**config.mk**
```make
export PLATFORM = sky130hd
export DESIGN_NAME = md_div_ctrl
export DESIGN_NICKNAME = d
export VERILOG_FILES = /design/src/rtl/md_div_ctrl.sv
export SDC_FILE = /design/constraint.sdc
export NUM_CORES = 1
export LEC_CHECK = 0
export CORE_MARGIN = 1.5
export CORE_UTILIZATION = 35
export CTS_CLUSTER_DIAMETER = 120
export CTS_CLUSTER_SIZE = 8
export DETAILED_ROUTE_END_ITERATION = 8
export HOLD_SLACK_MARGIN = 0.06
export MAX_ROUTING_LAYER = met4
export PLACE_DENSITY = 0.57
export SETUP_SLACK_MARGIN = 0.02
export SYNTH_ARGS = -nofsm -noshare
export SYNTH_HDL_FRONTEND = slang
export SYNTH_SLANG_ARGS = --single-unit
```
**constraint.sdc**
```tcl
create_clock -name clk -period 5.5 [get_ports clk]
set_input_delay 1.65 -clock clk [delete_from_list [all_inputs] [get_ports clk]]
set_output_delay 1.65 -clock clk [all_outputs]
set_load 0.05 [all_outputs]
```
**src/rtl/md_div_ctrl.sv**
```systemverilog
// md_div_ctrl: iterative restoring-division sequencer for DIV/DIVU/REM/REMU.
// Operands are made positive, divided one quotient bit per cycle, and the
// result sign is fixed up at the end. All add/subtract work goes through an
// external shared ALU, so only one adder exists for the whole MDU.

`ifndef MD_ALU_ADD
`define MD_ALU_ADD 2'b00
`endif
`ifndef MD_ALU_SUB
`define MD_ALU_SUB 2'b01
`endif

module md_div_ctrl #(
    parameter int XLEN  = 32,
    parameter int CNT_W = 5
) (
    input  logic            clk,
    input  logic            rst_n,
    // request side
    input  logic            in_valid,
    output logic            in_ready,
    input  logic [1:0]      in_op,
    input  logic [XLEN-1:0] in_a,
    input  logic [XLEN-1:0] in_b,
    // response side
    output logic            out_valid,
    input  logic            out_ready,
    output logic [XLEN-1:0] out_result,
    output logic            busy,
    // shared ALU
    output logic [1:0]      md_alu_op,
    output logic [XLEN-1:0] md_alu_in_1,
    output logic [XLEN-1:0] md_alu_in_2,
    input  logic [XLEN-1:0] md_alu_out
);

    typedef enum logic [2:0] {
        S_IDLE,
        S_NEG_A,
        S_NEG_B,
        S_ITER,
        S_FIX,
        S_DONE
    } state_t;

    localparam logic [XLEN-1:0] INT_MIN = {1'b1, {(XLEN-1){1'b0}}};
    localparam logic [XLEN-1:0] ALL_ONE = {XLEN{1'b1}};

    state_t            state, state_d;

    // latched request
    logic              is_rem;   // in_op[1]: remainder requested
    logic              sgn;      // signed variant (DIV/REM)
    logic [XLEN-1:0]   a_q;
    logic [XLEN-1:0]   b_q;

    // division working registers
    logic [XLEN-1:0]   ub;       // |divisor|
    logic [XLEN-1:0]   quo;      // dividend shifting out / quotient shifting in
    logic [XLEN-1:0]   rem;      // partial remainder
    logic [CNT_W-1:0]  cnt;

    // request classification, evaluated on the incoming operands
    logic              div_zero;
    logic              sgn_ovf;
    logic              special;
    logic [XLEN-1:0]   special_res;

    // iteration and fix-up helpers
    logic [XLEN-1:0]   shifted;
    logic              ge;
    logic              fix_neg;
    logic [XLEN-1:0]   fix_sel;

    assign div_zero    = (in_b == '0);
    assign sgn_ovf     = ~in_op[0] && (in_a == INT_MIN) && (in_b == ALL_ONE);
    assign special     = div_zero || sgn_ovf;
    // Divide-by-zero takes priority; overflow only reachable with b = -1.
    assign special_res = div_zero ? (in_op[1] ? in_a : ALL_ONE)
                                  : (in_op[1] ? '0   : INT_MIN);

    // The ALU has no borrow-out, so the trial compare is done locally. A set
    // rem MSB means the shifted-out bit makes the 33-bit value exceed ub.
    assign shifted = {rem[XLEN-2:0], quo[XLEN-1]};
    assign ge      = rem[XLEN-1] | (shifted >= ub);

    // Quotient sign follows the operand sign mismatch; remainder follows a.
    assign fix_neg = is_rem ? (sgn & a_q[XLEN-1])
                            : (sgn & (a_q[XLEN-1] ^ b_q[XLEN-1]));
    assign fix_sel = is_rem ? rem : quo;

    assign in_ready = (state == S_IDLE);
    assign busy     = (state != S_IDLE);

    // State register
    always_ff @(posedge clk) begin
        if (!rst_n) state <= S_IDLE;
        else        state <= state_d;
    end

    // Next-state and ALU operand selection
    always_comb begin
        state_d     = state;
        md_alu_op   = `MD_ALU_ADD;
        md_alu_in_1 = '0;
        md_alu_in_2 = '0;
        case (state)
            S_IDLE: begin
                if (in_valid) state_d = special ? S_DONE : S_NEG_A;
            end
            S_NEG_A: begin
                md_alu_op   = `MD_ALU_SUB;
                md_alu_in_2 = a_q;
                state_d     = S_NEG_B;
            end
            S_NEG_B: begin
                md_alu_op   = `MD_ALU_SUB;
                md_alu_in_2 = b_q;
                state_d     = S_ITER;
            end
            S_ITER: begin
                md_alu_op   = `MD_ALU_SUB;
                md_alu_in_1 = shifted;
                md_alu_in_2 = ub;
                if (cnt == '0) state_d = S_FIX;
            end
            S_FIX: begin
                md_alu_op   = `MD_ALU_SUB;
                md_alu_in_2 = fix_sel;
                state_d     = S_DONE;
            end
            S_DONE: begin
                if (out_ready) state_d = S_IDLE;
            end
            default: state_d = S_IDLE;
        endcase
    end

    // Datapath registers and response
    always_ff @(posedge clk) begin
        if (!rst_n) begin
            is_rem     <= 1'b0;
            sgn        <= 1'b0;
            a_q        <= '0;
            b_q        <= '0;
            ub         <= '0;
            quo        <= '0;
            rem        <= '0;
            cnt        <= '0;
            out_valid  <= 1'b0;
            out_result <= '0;
        end else begin
            case (state)
                S_IDLE: begin
                    if (in_valid) begin
                        is_rem <= in_op[1];
                        sgn    <= ~in_op[0];
                        a_q    <= in_a;
                        b_q    <= in_b;
                        if (special) begin
                            out_result <= special_res;
                            out_valid  <= 1'b1;
                        end
                    end
                end
                S_NEG_A: begin
                    quo <= (sgn && a_q[XLEN-1]) ? md_alu_out : a_q;
                    rem <= '0;
                end
                S_NEG_B: begin
                    ub  <= (sgn && b_q[XLEN-1]) ? md_alu_out : b_q;
                    cnt <= CNT_W'(XLEN - 1);
                end
                S_ITER: begin
                    rem <= ge ? md_alu_out : shifted;
                    quo <= {quo[XLEN-2:0], ge};
                    cnt <= cnt - 1'b1;
                end
                S_FIX: begin
                    out_result <= fix_neg ? md_alu_out : fix_sel;
                    out_valid  <= 1'b1;
                end
                S_DONE: begin
                    if (out_ready) out_valid <= 1'b0;
                end
                default: ;
            endcase
        end
    end

endmodule

```
==> summary by stage, run 1 <==
Yosys
Synthesis produced a netlist whose cell count is between 1500 and 2000. The share of flip-flops with an asynchronous set or reset after synthesis is 0%. The number of unique standard cell types used by synthesis is 47.

The number of register bits inferred by synthesis is 203. Dividing the synthesized area by the synthesized cell count gives 7.76 um2. Ranked by total cell area, the synthesized netlist is headed by dfxtp_1 (35%), nand2_1 (11%), mux2i_1 (8.1%). The synthesized netlist devotes 22.0% of its cell area to compound gates. After synthesis the cells add up to around 12000 um2. After synthesis, the largest family of logic cells by area is simple AND/OR/NAND/NOR gates.

The top cell type by area accounts for 34.9% of the synthesized area. The net count after synthesis is 1637. The portion of synthesized area spent on multiplexers is around 8.1%. The parity-gate share of the synthesized area counting xor and xnor cells is less than 1%.

Of the synthesized area, sequential elements account for a little over a third. Summing the areas of all fa, ha and maj instances in the mapped netlist gives 3.65% of the synthesized area. The synthesized netlist devotes between 20% and 30% of its cell area to simple gates.

The primary flip-flop cell chosen by synthesis mapping is dfxtp_1. The largest total area in the synthesized netlist belongs to dfxtp_1. The number of synthesized flops with an enable pin is 0. The Yosys step of the flow raised 0 warnings.

Clock network
The count of hold-fix buffers inserted at cts is 0. In this run, CTS created clock tree buffers numbering 29. The number of buffers on the longest clock path is 3.

In this run the clock root is driven by a clkbuf_16. Clock-pin slew was measured on the worst setup and hold paths at about 0.050 ns. The number of clock sinks seen by CTS is 203.

The maximum level of the CTS H-tree is 1. The TritonCTS clock tree is done. The post-CTS setup repair buffer count is 0. The post-cts repair resize count is 0.

The clock network latency to the later pin of the worst-skew pair is 0.54 ns.

Layout
The area growth from synthesis to layout is 26.2%. At the end of the flow, the number of nets in the layout was 1769. Fill cells in the final layout number 3278. The finished layout cell area is 14700 um2. The fraction of final layout cells sized beyond drive strength 1 is 9.00%.

Routing
The detail route stage leaves a number of antenna-violating nets equal to 0. The iteration-0 DRC count of the detailed router is 961. The first detailed-routing pass ran for 6 iterations.

The final layout contains routed wiring with a total length of about 45000 um. The number of vias per cell after detailed routing is ~5.7. The total number of vias is 11800.

The routed length per placed instance is 21.9 um. For this run, design rule violations remaining after detail routing come to 0.

Worst hold path
The class of the worst hold path is register to register. The start point of the worst hold path is quo[29]$_SDFFE_PN0P_. The terminating pin of the worst hold path is quo[29]$_SDFFE_PN0P_. The worst hold path depth is 2.

Setup path
The worst setup path is captured at an output pin. The end of the worst register-to-register path is rem[15]$_SDFFE_PN0P_. The critical path in this run is classified as register to output pin. The launching element type of the critical path is a register. The critical path data arrival time is 3.33 ns. The startpoint identified for the worst register-to-register timing path is rem[16]$_SDFFE_PN0P_.

The required arrival time at the worst endpoint is 3.85 ns. Across all register-to-register paths, the minimum setup slack is 2.38 ns. The depth of the worst register-to-register path is 9. In this run the worst path has a maximum fanout of 54.

STA
Setup repair after global routing left no endpoint under its margin. The transition time at the pin with the least slew margin is 0.930 ns. The final-report setup violation count is 0. Clock skew on the completed layout was measured at around 0.012 ns.

The worst hold slack is 0.469 ns. The max-slew violation count came to 0. Measured against its own limit, the worst slew margin works out to between 30% and 40%. The final hold violation count is 0. The maximum clock frequency is 201 MHz. Adding up every negative setup slack in the final design gives 0 ns. The worst path needs 4.98 ns of the cycle, external delays included.

Dividing the final minimum period by the clock period gives 90.5%.

GRT
The first global-routing pass estimated 67700 um of wire. For this run, the total global-route usage over all layers was measured as 26.7%. Entering global routing, the biggest net connects 71 pins. The number of global-route vias before repair is 11200.

The initial antenna violation count is 1. Global routing finished with a remaining overflow of 0.

Placed design
At the end of routability-driven placement, the weighted congestion stood at 0.864. The placed standard-cell area is roughly 14000 um2. Buffers placed on the I/O ports in this run total 201. The total half-perimeter wirelength after legalization and detailed placement is 30100 um.

Die
The starting density of the core is 35.7%. The floorplan step set the die height to around 190 um. The x dimension of the die is 185 um. 203 I/O pins were placed. The total area inside the core boundary comes to 32600 um2.

The site row count is 66. The die outline area is approximately 34000 um2.

Pwr
Summed over all cells, the static leakage comes to 5.35 nW. In this run the power density over the cells is 339 nW/um2. The peak ir drop on the vdd network is 0.224 mV.

Overall power consumption after layout is estimated at 0.00498 W.

Run
The number of violations of the max-capacitance limit is 0.

Run status
The flow ran to the end, and the final reports show no timing, DRC or antenna violations.
critical path: stages, from the launching register on:
cell and delay (ns):
dfxtp_4 0.62, inv_1 0.24, nor3_2 0.18, buf_4 0.57, a221o_1 0.33, clkdlybuf4s50_1 0.82
final cells by class:
cell class / instances / area (um2) / share of cell area [%]
Clock buffer: 30 / 729 / 4.97
Timing Repair Buffer: 230 / 2210 / 15.1
Antenna cell: 1 / 2.50 / 0.0170
Sequential cell: 203 / 4070 / 27.7
Clock inverter: 1 / 7.51 / 0.0511
Inverter: 39 / 151 / 1.03
Tap cell: 442 / 553 / 3.76
Multi-Input combinational cell: 1130 / 6970 / 47.4
synthesized netlist by cell type (2+ instances only):
library cell	instances
nand2_1	342
dfxtp_1	203
a21oi_1	115
clkbuf_1	109
o21ai_0	100
mux2i_1	94
nor2_1	76
a211oi_1	39
inv_1	38
a311oi_1	36
nand3_1	35
ha_1	34
nand2b_1	34
nor2b_1	34
a221o_1	33
and3_1	33
a311oi_2	28
nor3_2	20
nor3_1	19
nor4_1	15
nand4_1	13
buf_1	10
buf_6	6
a21o_1	3
buf_2	3
nor4b_1	3
a31oi_1	2
and4_1	2
o211ai_1	2
or4_1	2
xnor2_1	2
state kept, by name, indices dropped and copies added, names as in the netlist:
name,cells
ub,32
state,3
out_valid,1
is_rem,1
out_result,32
sgn,1
quo,32
cnt,5
rem,32
b_q,32
a_q,32
cell families (layout without fill, tap and decap cells):
| group | count (synthesis) | in the layout |
|---|---|---|
| AO/OA/AOI/OAI | 366 | 366 |
| flip-flops | 203 | 203 |
| adder cells (fa/ha/maj) | 34 | 34 |
| buffers and inverters | 168 | 300 |
| other | 1 | 2 |
| XOR/XNOR | 2 | 2 |
| AND/OR/NAND/NOR | 633 | 633 |
| multiplexers | 94 | 94 |
placed cells by master, fill, tap and decap left out, types with 34 or more instances in the layout:
master           count
a211oi_1            39
a21oi_1            114
a311oi_1            36
buf_4               48
clkdlybuf4s50_1    179
dfxtp_1            201
ha_1                34
inv_1               38
mux2i_1             94
nand2_1            337
nand2b_1            34
nand3_1             35
nor2_1              72
o21ai_0            100
stage by stage:
stage	instances	utilization (%)	worst slack (ns)
after CTS	2075	45.0	0.554
after floorplan	1501	-	1.53
after global placement	2044	42.8	0.750
after global routing	2076	45.0	0.384
after detailed placement	2044	42.8	0.664
final	2076	45.0	0.524
how the worst max path moves through the flow:
stage	startpoint	to	slack, ns	cells after the start
floorplan	state[2]$_SDFFE_PN0P_	busy	1.53	3
global placement	in_b[15]	out_result[0]$_SDFFE_PN0P_	0.75	9
detailed placement	in_b[15]	out_result[5]$_SDFFE_PN0P_	0.66	9
CTS	state[1]$_SDFFE_PN0P_	md_alu_in_2[10]	0.55	5
global route	state[1]$_SDFFE_PN0P_	md_alu_in_2[10]	0.38	5
finish	state[1]$_SDFFE_PN0P_	md_alu_in_2[10]	0.52	5
per-layer routing:
layer	share of wire [%]	track usage, %	wire length (um)
met1	44	35.2	20100
met5	0	-	0
met2	45	40.9	20400
met3	6.8	3.64	3070
met4	4.3	11.1	1940
power by group:
group / switching (W) / leakage, nW / internal (W)
clock: 0.000658 / 0.359 / 0.000918
combinational: 0.00107 / 3.34 / 0.000563
sequential: 0.000157 / 1.65 / 0.00161
total: 0.00188 / 5.35 / 0.00310
(Power assumes the default switching activity.)
==> inputs of run 2 (changes only) <==
--- a/config.mk
+++ b/config.mk
@@ -5,7 +5,6 @@
 export SDC_FILE = /design/constraint.sdc
 export NUM_CORES = 1
 export LEC_CHECK = 0
-export CORE_MARGIN = 1.5
 export CORE_UTILIZATION = 35
 export CTS_CLUSTER_DIAMETER = 120
 export CTS_CLUSTER_SIZE = 8
==> run 2 against run 1 <==
Critical path depth is 3 higher. Total power barely moved. Worst hold slack gained 0.0020 ns. Sequential power barely moved.
==> summary by stage, run 2 (synthesis gave the netlist of run 1 again) <==
Routing
Summing over every cut layer, the via total after detailed routing is ~12000. Dividing the detail-routed via count by the number of cells gives 5.68. After detailed routing, the total wire length is 45800 um. The first-pass detailed-route iteration total is 6. In the final routed layout, each cell accounts on average for 22.0 um.

The number of nets with antenna violations after routing is 0. The remaining routing DRC violations is 0. In this run, the number of DRC markers left after iteration 0 of detailed routing was approximately 1000.

STA
Summed over all failing endpoints, the final setup total negative slack is 0 ns. The maximum clock frequency is 198 MHz. The final hold violation count is 0. After layout, the worst path uses 92.0% of the clock period.

The clock arrives with 0.0214 ns of skew. The final-report setup violation count is 0. The transition time at the pin with the least slew margin is 1.09 ns. Setup repair after global routing left no endpoint under its margin. The worst path needs 5.06 ns of the cycle, external delays included. The relative slew slack is 27.5%. The max-slew violation count is 0.

GRT
The maximum number of pins on one net before global-route repair is 111. The number of global-route vias before repair is 11400. The first global-routing pass estimated roughly 69000 um of wire.

The most congested layer reported by global routing is met2. For this run the aggregate overflow at the end of global routing stands at 0. The met2 layer usage reported by global route is 43.2%.

Global routing consumed, over all layers together, 27.3% of the routing resources. The initial antenna violation count is 0. For met3 alone, demand over resource in global routing was 2.75%. For this run, global-route usage on met1 was measured as 36.3%.

Run
The tool flagged a number of max-cap violations equal to 0.

Run status
The flow ran to the end, and the final reports show no timing, DRC or antenna violations.

Setup path
The required arrival time at the worst endpoint is slightly below 4 ns. The library cell contributing the largest single delay on the critical path is clkdlybuf4s50_1. The worst setup path is of the register to output pin kind.

The critical path data arrival time is 3.41 ns. The timing startpoint of the critical path is state[2]$_SDFFE_PN0P_. The type of element capturing the critical path is an output pin.

Walking the worst path, the cells encountered are inv_1 -> nand2_1 -> nor2_2 -> buf_4 -> nand2_1 -> o21ai_0 -> a221o_1 -> clkdlybuf4s50_1. The launching element type of the critical path is a register. The startpoint of the worst register-to-register path is ub[17]$_SDFFE_PN0N_. The biggest cell delay along the critical path is 0.71 ns. The register-to-register setup slack is 1.91 ns. The maximum fanout count along the critical path is 12. The most numerous cell on the critical path is nand2_1.

Pwr
The cell-internal power is between 0.003 and 0.004 W. Power comes to 0.00498 W. Of the total power, the share spent switching nets is 37.8%. Summed over all cells, the static leakage comes to about 5.4 nW. Sequential cells burn 35.6% of the power. Summed over all nets, the switching power comes to roughly 0.0019 W. The part of the power in the clock network is 31.6%. The power density over cell area is 339 nW/um2. VDD sags by at most between 0.2 and 0.3 mV. Combinational logic burns 32.8% of the power.

Worst hold path
The worst hold path belongs to the class register to register. The start point of the worst hold path is out_valid$_SDFFE_PN0P_.

Clock network
The post-CTS setup repair buffer count is 0. The total clock buffers created by CTS is 29. In this run the clock root is driven by a clkbuf_16. The number of clock sinks seen by CTS is around 200.

For this design, the CTS-stage hold fixing added 0 buffers. The maximum level of the CTS H-tree is 1. The TritonCTS clock tree is done.

Clock-pin slew was measured on the worst setup and hold paths at 0.05 ns. The post-cts repair resize count is 0. No sink is reached through more buffers than the 3 on the longest clock path. The clock network latency to the later pin of the worst-skew pair is 0.55 ns.

Layout
In the layout the commonest cells are nand2_1 (338), dfxtp_1 (201), clkdlybuf4s50_1 (179). After routing the design area is 14700 um2. The fraction of final layout cells sized beyond drive strength 1 is 9.16%.

The area growth from synthesis to layout is 26.4%. In the final design database the tool counted 1772 nets. The library cell used most frequently in the layout, excluding fill and tap cells, is nand2_1.

The number of antenna repair diodes is 0.

Die
The initial utilization of the core area, before any placement, comes to a little over a third. The top-level I/O count is 203. The die outline area is 34000 um2. The floorplan has 66 rows. The x dimension of the die is approximately 180 um. From bottom edge to top edge, the die measures 184 um. The core region is roughly 33000 um2.

Placed design
The total half-perimeter wirelength after legalization and detailed placement is 30300 um. At the end of routability-driven placement, the weighted congestion stood at 0.882. The number of port buffers is 201. The placed standard-cell area is 14000 um2.
## run 2: power by group through the flow
stage               logic [W]  clock network [W]  registers [W]
floorplan             0.00103                  0        0.00178
global placement      0.00162                  0        0.00180
detailed placement    0.00163                  0        0.00180
CTS                   0.00164            0.00160        0.00177
global route          0.00175            0.00166        0.00179
finish                0.00164            0.00157        0.00177
## run 2: worst paths after layout
check,end,depth (start not counted)
hold reg to reg,out_valid$_SDFFE_PN0P_,2
setup / recovery,md_alu_in_2[8],8
setup reg to reg,rem[21]$_SDFFE_PN0P_,10
hold / removal,out_valid$_SDFFE_PN0P_,2
## run 2: area by class of cell
type,count,area (um2)
Clock buffer,30,729
Multi-Input combinational cell,1130,6960
Inverter,39,151
Sequential cell,203,4070
Fill cell,3316,17900
Clock inverter,2,16.3
Timing Repair Buffer,233,2230
Tap cell,442,553
## run 2: routing by layer
| metal | wire, um | part of all wire [%] |
|---|---|---|
| met5 | 0 | 0 |
| met4 | 1350 | 3.0 |
| met3 | 2800 | 6.1 |
| met2 | 21200 | 46 |
| met1 | 20500 | 45 |
## run 2: worst max-delay path, delay by kind of cell, from the launching register on
kind / cells / cell delay [ns]
flip-flops: 1 / 0.66
AND/OR/NAND/NOR: 3 / 0.69
AO/OA/AOI/OAI: 2 / 0.38
buffers and inverters: 3 / 1.12
## run 2: metrics by stage
step	setup slack, ns	hold slack (ns)	instances	util [%]
after floorplan	1.53	0.444	1501	-
after detailed placement	0.705	0.464	2047	42.8
after global routing	0.234	0.488	2079	45.1
final	0.443	0.471	2079	45.1
after CTS	0.451	0.471	2079	45.1
after global placement	0.791	0.458	2047	42.8
